File: src/rtl/lane_scroll_renderer.sv
`default_nettype none
// ============================================================================
// Module      : lane_scroll_renderer
// Description : Holds LANES vertical bit-columns of ROWS cells each. A scroll
//               tick shifts every lane down one row and injects new cells at
//               row 0, then one full frame of pixel writes is streamed out.
//               Also handles deferred/overrun ticks, bottom-exit reporting,
//               clear, and frame-done signalling.
// Ports       : clock        - system clock
//               resetn       - synchronous active-low reset
//               tick         - one-cycle scroll strobe
//               spawn        - cells injected at row 0 (sampled with tick)
//               clear        - empty all lanes and redraw
//               x, y, colour - pixel coordinates and colour
//               plot         - pixel write enable
//               frame_done   - pulse after the last pixel of a frame
//               hit_bottom   - per-lane pulse when an occupied bottom cell exits
//               tick_overrun - pulse when a tick is dropped
// Revision    : 1.0 - initial release
// ============================================================================
module lane_scroll_renderer #(
    parameter int         LANES      = 3,
    parameter int         ROWS       = 120,
    parameter int         LANE_W     = 8,
    parameter int         X0         = 50,
    parameter int         X_PITCH    = 26,
    parameter logic [2:0] ON_COLOUR  = 3'b100,
    parameter logic [2:0] OFF_COLOUR = 3'b000
) (
    input  logic             clock,
    input  logic             resetn,
    input  logic             tick,
    input  logic [LANES-1:0] spawn,
    input  logic             clear,
    output logic [7:0]       x,
    output logic [6:0]       y,
    output logic [2:0]       colour,
    output logic             plot,
    output logic             frame_done,
    output logic [LANES-1:0] hit_bottom,
    output logic             tick_overrun
);

    localparam int LW = (LANES  > 1) ? $clog2(LANES)  : 1;
    localparam int RW = (ROWS   > 1) ? $clog2(ROWS)   : 1;
    localparam int CW = (LANE_W > 1) ? $clog2(LANE_W) : 1;

    localparam logic [LW-1:0] c_LANE_LAST = LW'(LANES - 1);
    localparam logic [RW-1:0] c_ROW_LAST  = RW'(ROWS - 1);
    localparam logic [CW-1:0] c_COL_LAST  = CW'(LANE_W - 1);
    localparam logic [7:0]    c_X0        = 8'(X0);

    typedef enum logic [1:0] {
        S_IDLE = 2'd0,
        S_DRAW = 2'd1,
        S_DONE = 2'd2
    } state_t;

    state_t                     r_state;
    state_t                     w_state_next;
    logic [LANES-1:0][ROWS-1:0] r_cells;
    logic                       r_pend_tick;
    logic                       r_redraw_req;
    logic [LANES-1:0]           r_spawn_lat;
    logic [LW-1:0]              r_lane;
    logic [RW-1:0]              r_row;
    logic [CW-1:0]              r_col;

    logic                       w_last_pix;
    logic                       w_shift;
    logic                       w_start;
    logic [LANES-1:0]           w_inject;
    logic [7:0]                 w_x;
    logic                       w_cell;

    assign w_last_pix = (r_lane == c_LANE_LAST) && (r_row == c_ROW_LAST) &&
                        (r_col == c_COL_LAST);
    // A tick arriving in the shift cycle itself contributes its spawn bits.
    assign w_inject   = r_spawn_lat | (tick ? spawn : '0);
    assign w_x        = c_X0 + 8'(int'(r_lane) * X_PITCH) + 8'(r_col);
    assign w_cell     = r_cells[r_lane][r_row];

    // Next-state logic; clear overrides everything below reset.
    always_comb begin
        w_state_next = r_state;
        w_shift      = 1'b0;
        w_start      = 1'b0;
        if (clear) begin
            w_state_next = S_IDLE;
        end else begin
            case (r_state)
                S_IDLE: begin
                    if (r_pend_tick || tick) begin
                        w_shift      = 1'b1;
                        w_start      = 1'b1;
                        w_state_next = S_DRAW;
                    end else if (r_redraw_req) begin
                        w_start      = 1'b1;
                        w_state_next = S_DRAW;
                    end
                end
                S_DRAW: begin
                    if (w_last_pix) begin
                        w_state_next = S_DONE;
                    end
                end
                S_DONE:  w_state_next = S_IDLE;
                default: w_state_next = S_IDLE;
            endcase
        end
    end

    always_ff @(posedge clock) begin
        if (!resetn) begin
            r_state <= S_IDLE;
        end else begin
            r_state <= w_state_next;
        end
    end

    always_ff @(posedge clock) begin
        if (!resetn) begin
            r_cells      <= '0;
            r_pend_tick  <= 1'b0;
            r_spawn_lat  <= '0;
            r_redraw_req <= 1'b1;
            r_lane       <= '0;
            r_row        <= '0;
            r_col        <= '0;
            x            <= '0;
            y            <= '0;
            colour       <= '0;
            plot         <= 1'b0;
            frame_done   <= 1'b0;
            hit_bottom   <= '0;
            tick_overrun <= 1'b0;
        end else begin
            frame_done   <= 1'b0;
            hit_bottom   <= '0;
            tick_overrun <= 1'b0;
            if (clear) begin
                // Aborts any frame in flight; a same-cycle tick is discarded.
                r_cells      <= '0;
                r_pend_tick  <= 1'b0;
                r_spawn_lat  <= '0;
                r_redraw_req <= 1'b1;
                plot         <= 1'b0;
            end else begin
                if (tick && r_pend_tick) begin
                    tick_overrun <= 1'b1;
                end

                if (w_shift) begin
                    for (int l = 0; l < LANES; l++) begin
                        r_cells[l]    <= ROWS'({r_cells[l], w_inject[l]});
                        hit_bottom[l] <= r_cells[l][ROWS-1];
                    end
                    r_pend_tick <= 1'b0;
                    r_spawn_lat <= '0;
                end else if (tick) begin
                    // Deferred: the shift happens at the next IDLE cycle.
                    r_pend_tick <= 1'b1;
                    r_spawn_lat <= r_spawn_lat | spawn;
                end

                if (w_start && !w_shift) begin
                    r_redraw_req <= 1'b0;
                end

                if (w_start) begin
                    r_lane <= '0;
                    r_row  <= '0;
                    r_col  <= '0;
                end

                if (r_state == S_DRAW) begin
                    plot   <= 1'b1;
                    x      <= w_x;
                    y      <= 7'(r_row);
                    colour <= w_cell ? ON_COLOUR : OFF_COLOUR;
                    // Scan order: column fastest, then row, then lane.
                    if (!w_last_pix) begin
                        if (r_col == c_COL_LAST) begin
                            r_col <= '0;
                            if (r_row == c_ROW_LAST) begin
                                r_row  <= '0;
                                r_lane <= r_lane + LW'(1);
                            end else begin
                                r_row <= r_row + RW'(1);
                            end
                        end else begin
                            r_col <= r_col + CW'(1);
                        end
                    end
                end else begin
                    plot <= 1'b0;
                    if (r_state == S_DONE) begin
                        frame_done <= 1'b1;
                    end
                end
            end
        end
    end

endmodule
`default_nettype wire

File: config.mk
export PLATFORM = sky130hd
export DESIGN_NAME = lane_scroll_renderer
export DESIGN_NICKNAME = d
export VERILOG_FILES = /design/src/rtl/lane_scroll_renderer.sv
export SDC_FILE = /design/constraint.sdc
export NUM_CORES = 1
export LEC_CHECK = 0
export BUFFER_PORTS_ARGS = -buffer_cell sky130_fd_sc_hd__buf_2
export CORE_MARGIN = 1.5
export CORE_UTILIZATION = 60
export DETAILED_ROUTE_END_ITERATION = 7
export GPL_TIMING_DRIVEN = 0
export MAX_ROUTING_LAYER = met4
export PLACE_DENSITY = 0.77
export SLEW_MARGIN = 20
export SYNTH_ARGS = -nofsm -noshare
export SYNTH_HDL_FRONTEND = slang
export SYNTH_SLANG_ARGS = --single-unit
File: constraint.sdc
create_clock -name clock -period 3.8 [get_ports clock]
set_input_delay 0.76 -clock clock [delete_from_list [all_inputs] [get_ports clock]]
set_output_delay 0.76 -clock clock [all_outputs]
set_load 0.02 [all_outputs]
==> results.cfg <==
[grt]
grt.overflow.total = 0
track_usage_pct = 32.55
grt_max_degree = 15
grt_pass1_wl_um = 73400
grt_antenna_before_repair = 0
grt_pass1_vias = 14180

[critical_path]
path_max_fanout = 10
cp_slowest_cell = clkbuf_1
path_common_cell = buf_2
critPathKind = reg2reg
critPathBufInv = 4
cp-startpoint = r_row[1]$_SDFFE_PN0N_
slowest_delay_ps = 640
crit_chain = buf_2 -> buf_2 -> buf_2 -> clkbuf_1 -> nor2_1 -> a22oi_1 -> o2111ai_1 -> nand2_1 -> o221ai_1 -> a32o_1
cp-end-kind = flip-flop
start_kind = flip-flop
cp_data_arrival_time_ps = 3870
cp.required_ps = 4230
r2r_start = r_row[1]$_SDFFE_PN0N_
cp_top_family = buffers and inverters

[clock_tree]
clock-root-buffer = clkbuf_16
cts_tree = built
cts_buffers = 43
clock_sinks = 401
htreeDepth = 2
clockBufferDepth = 3
postCtsSetupRepairBufs = 0
clk_latency_ps = 540
clk_pin_slew_ps = 60
cts_hold_buf = 0
post_cts_resized = 0

[placement]
dp_hpwl_um = 32420
globalplace.congestion = 0.9639
dp.cells = 2459
io_buffers = 25

[power_and_ir_drop]
p_switching_w = 0.002020
power_frac_seq_pct = 47.3
power.density_nw_per_um2 = 462.1
p_leak_nw = 6.020
swShare_pct = 22.67
p_clk_share_pct = 48.7
combPwrFrac_pct = 4.0
ir_drop_mv = 0.3357
p_int_w = 0.006890

[timing]
finalHoldViolCount = 0
clock.fmax_mhz = 290.9
drv_slew = 0
min_period_ps = 3438
final.setup.tns_ps = 0
grt_setup_unrepaired = false
tightest_slew_ps = 1171
relSlewSlack_pct = 21.95
finalSetupViolations = 0
period_share_pct = 90.47
finalClockSkew_ps = 19.62

[floorplanning]
dieArea_sq_um = 29690
core_area_sq_um = 28010
ios = 31
rows = 61
die_y_um = 172.3
start_util_pct = 61.40
die_width_um = 172.3

[run]
drv_cap = 0

[synthesis]
avgSynthCellArea_sq_um = 8.369
synth_cells = 2055
post_synth_num_cell_types = 60
yosys_warnings = 0
syn-cell-area_sq_um = 17200
seq_area_frac_synth_pct = 46.68
synth-edff-count = 0
synth-seq-cells = 401
synth_flop_cell = dfxtp_1
ys_async_sr_fraction_pct = 0

[layout]
stdcell_count = 2536
layout_commonest_cell = nand2_1
final_cell_mix = nand2_1 (768), dfxtp_1 (401), a21oi_1 (387), clkbuf_1 (144), mux4_2 (66)
diodes = 0
syn_to_final_growth_pct = 12.11
fin_nets = 2144
nFillCells = 2221
layout-drive-gt1-share_pct = 9.314

[route]
postRouteAntennaNets = 0
wirelength_um = 47180
drtIter0Drc = 1713
vias = 15330
dr.pass1.iters = 6
drc = 0
wire_per_inst_um = 18.60
via_per_inst = 6.043

[worst_hold_path]
holdCritStartpoint = x[5]$_SDFFE_PN0P_
hp-class = reg2reg

[run_status]
status = completed
-- synthesized netlist by cell type (all sizes together) (2+ instances only) --
cell / number / share of area (%)
nand2: 768 / 17
dfxtp: 401 / 47
a21oi: 387 / 11
clkbuf: 138 / 3.0
mux4: 78 / 10
mux2i: 38 / 2.2
buf: 36 / 1.5
nor2: 30 / 0.65
o21ai: 15 / 0.44
nand3: 13 / 0.38
nor3: 13 / 0.38
a22oi: 11 / 0.48
a221oi: 10 / 0.55
ha: 10 / 0.73
a211oi: 9 / 0.39
inv: 9 / 0.20
and3: 8 / 0.29
nor2b: 7 / 0.25
a31oi: 6 / 0.22
nor4: 6 / 0.22
and2: 5 / 0.18
nand4: 5 / 0.18
o221ai: 5 / 0.25
mux2: 4 / 0.26
nand2b: 4 / 0.15
a2111oi: 3 / 0.19
nor3b: 3 / 0.13
o31ai: 3 / 0.13
a21boi: 2 / 0.087
a21o: 2 / 0.087
a32oi: 2 / 0.10
o211ai: 2 / 0.087
o22ai: 2 / 0.073
o32ai: 2 / 0.10
xnor2: 2 / 0.10
-- tightest hold or removal path, delay by kind of cell, from the launching register on --
| family | cells | cell delay, ps |
|---|---|---|
| DFF | 1 | 300 |
| and+or+nand+nor | 1 | 50 |
| AOI/OAI and AO/OA | 1 | 50 |
-- power by group through the flow --
stage | Combinational [W] | Clock, W | Sequential (W)
final | 0.000356 | 0.00434 | 0.00422
after CTS | 0.000347 | 0.00434 | 0.00422
after global placement | 0.000339 | 0 | 0.00431
after global routing | 0.000384 | 0.00453 | 0.00422
after detailed placement | 0.000345 | 0 | 0.00431
after floorplan | 0.000228 | 0 | 0.00431
-- metrics by stage --
| stage | setup slack (ps) | hold slack (ps) | power, W | utilization [%] | area, sq um |
|---|---|---|---|---|---|
| 4_1_cts | 470.7 | 451.8 | 0.008903 | 68.82 | 19280 |
| 6_report | 362.3 | 450.6 | 0.008910 | 68.83 | 19280 |
| 3_3_place_gp | 187.1 | 442.4 | 0.004648 | 63.55 | 17800 |
| 3_5_place_dp | 156.0 | 443.7 | 0.004654 | 63.55 | 17800 |
| 5_1_grt | 308.7 | 473.5 | 0.009130 | 68.83 | 19280 |
| 2_1_floorplan | 1389 | 440.1 | 0.004539 | - | 17200 |
-- area by class of cell --
class	instances	area (sq um)	share of cell area, %
Sequential cell	401	8028	41.64
Tap cell	378	473.0	2.453
Inverter	10	37.54	0.1947
Clock buffer	63	1291	6.697
Clock inverter	14	183.9	0.9539
Multi-Input combinational cell	1471	8369	43.41
Buffer	174	773.2	4.010
Timing Repair Buffer	25	125.1	0.6489
-- sequential cells by signal (all words and copies together), names as in the netlist --
register / cells
r_cells: 360
x: 8
r_row: 7
y: 7
hit_bottom: 3
r_col: 3
r_spawn_lat: 3
r_lane: 2
r_state: 2
colour: 1
frame_done: 1
plot: 1
r_pend_tick: 1
r_redraw_req: 1
tick_overrun: 1
-- worst paths after layout --
check | end | slack, ps | cells past startpoint
setup / recovery | colour[2]$_SDFFE_PN0P_ | 360 | 10
hold / removal | x[5]$_SDFFE_PN0P_ | 450 | 2
setup reg to reg | colour[2]$_SDFFE_PN0P_ | 360 | 10
hold reg to reg | x[5]$_SDFFE_PN0P_ | 450 | 2
-- per-layer routing --
metal  track usage [%]  part of all wire [%]  vias up
li1                  -                     -     7133
met1             40.44                    40     7364
met2             52.10                    47      685
met3             5.676                   8.1      144
met4             14.59                   4.3        0
met5                 -                     0        -
-- cells by family (layout without fill, tap and decap cells) --
logic type | Yosys count | count (layout) | synth area share (%)
flops | 401 | 401 | 46.68
mux | 120 | 120 | 12.95
simple gates | 867 | 867 | 19.83
buf+inv | 184 | 286 | 4.714
other cells | 1 | 2 | 0.02180
fa+ha+maj | 11 | 11 | 0.8439
xor+xnor | 2 | 2 | 0.1019
compound gates | 469 | 469 | 14.86
Power figures use the tool's default switching activity.
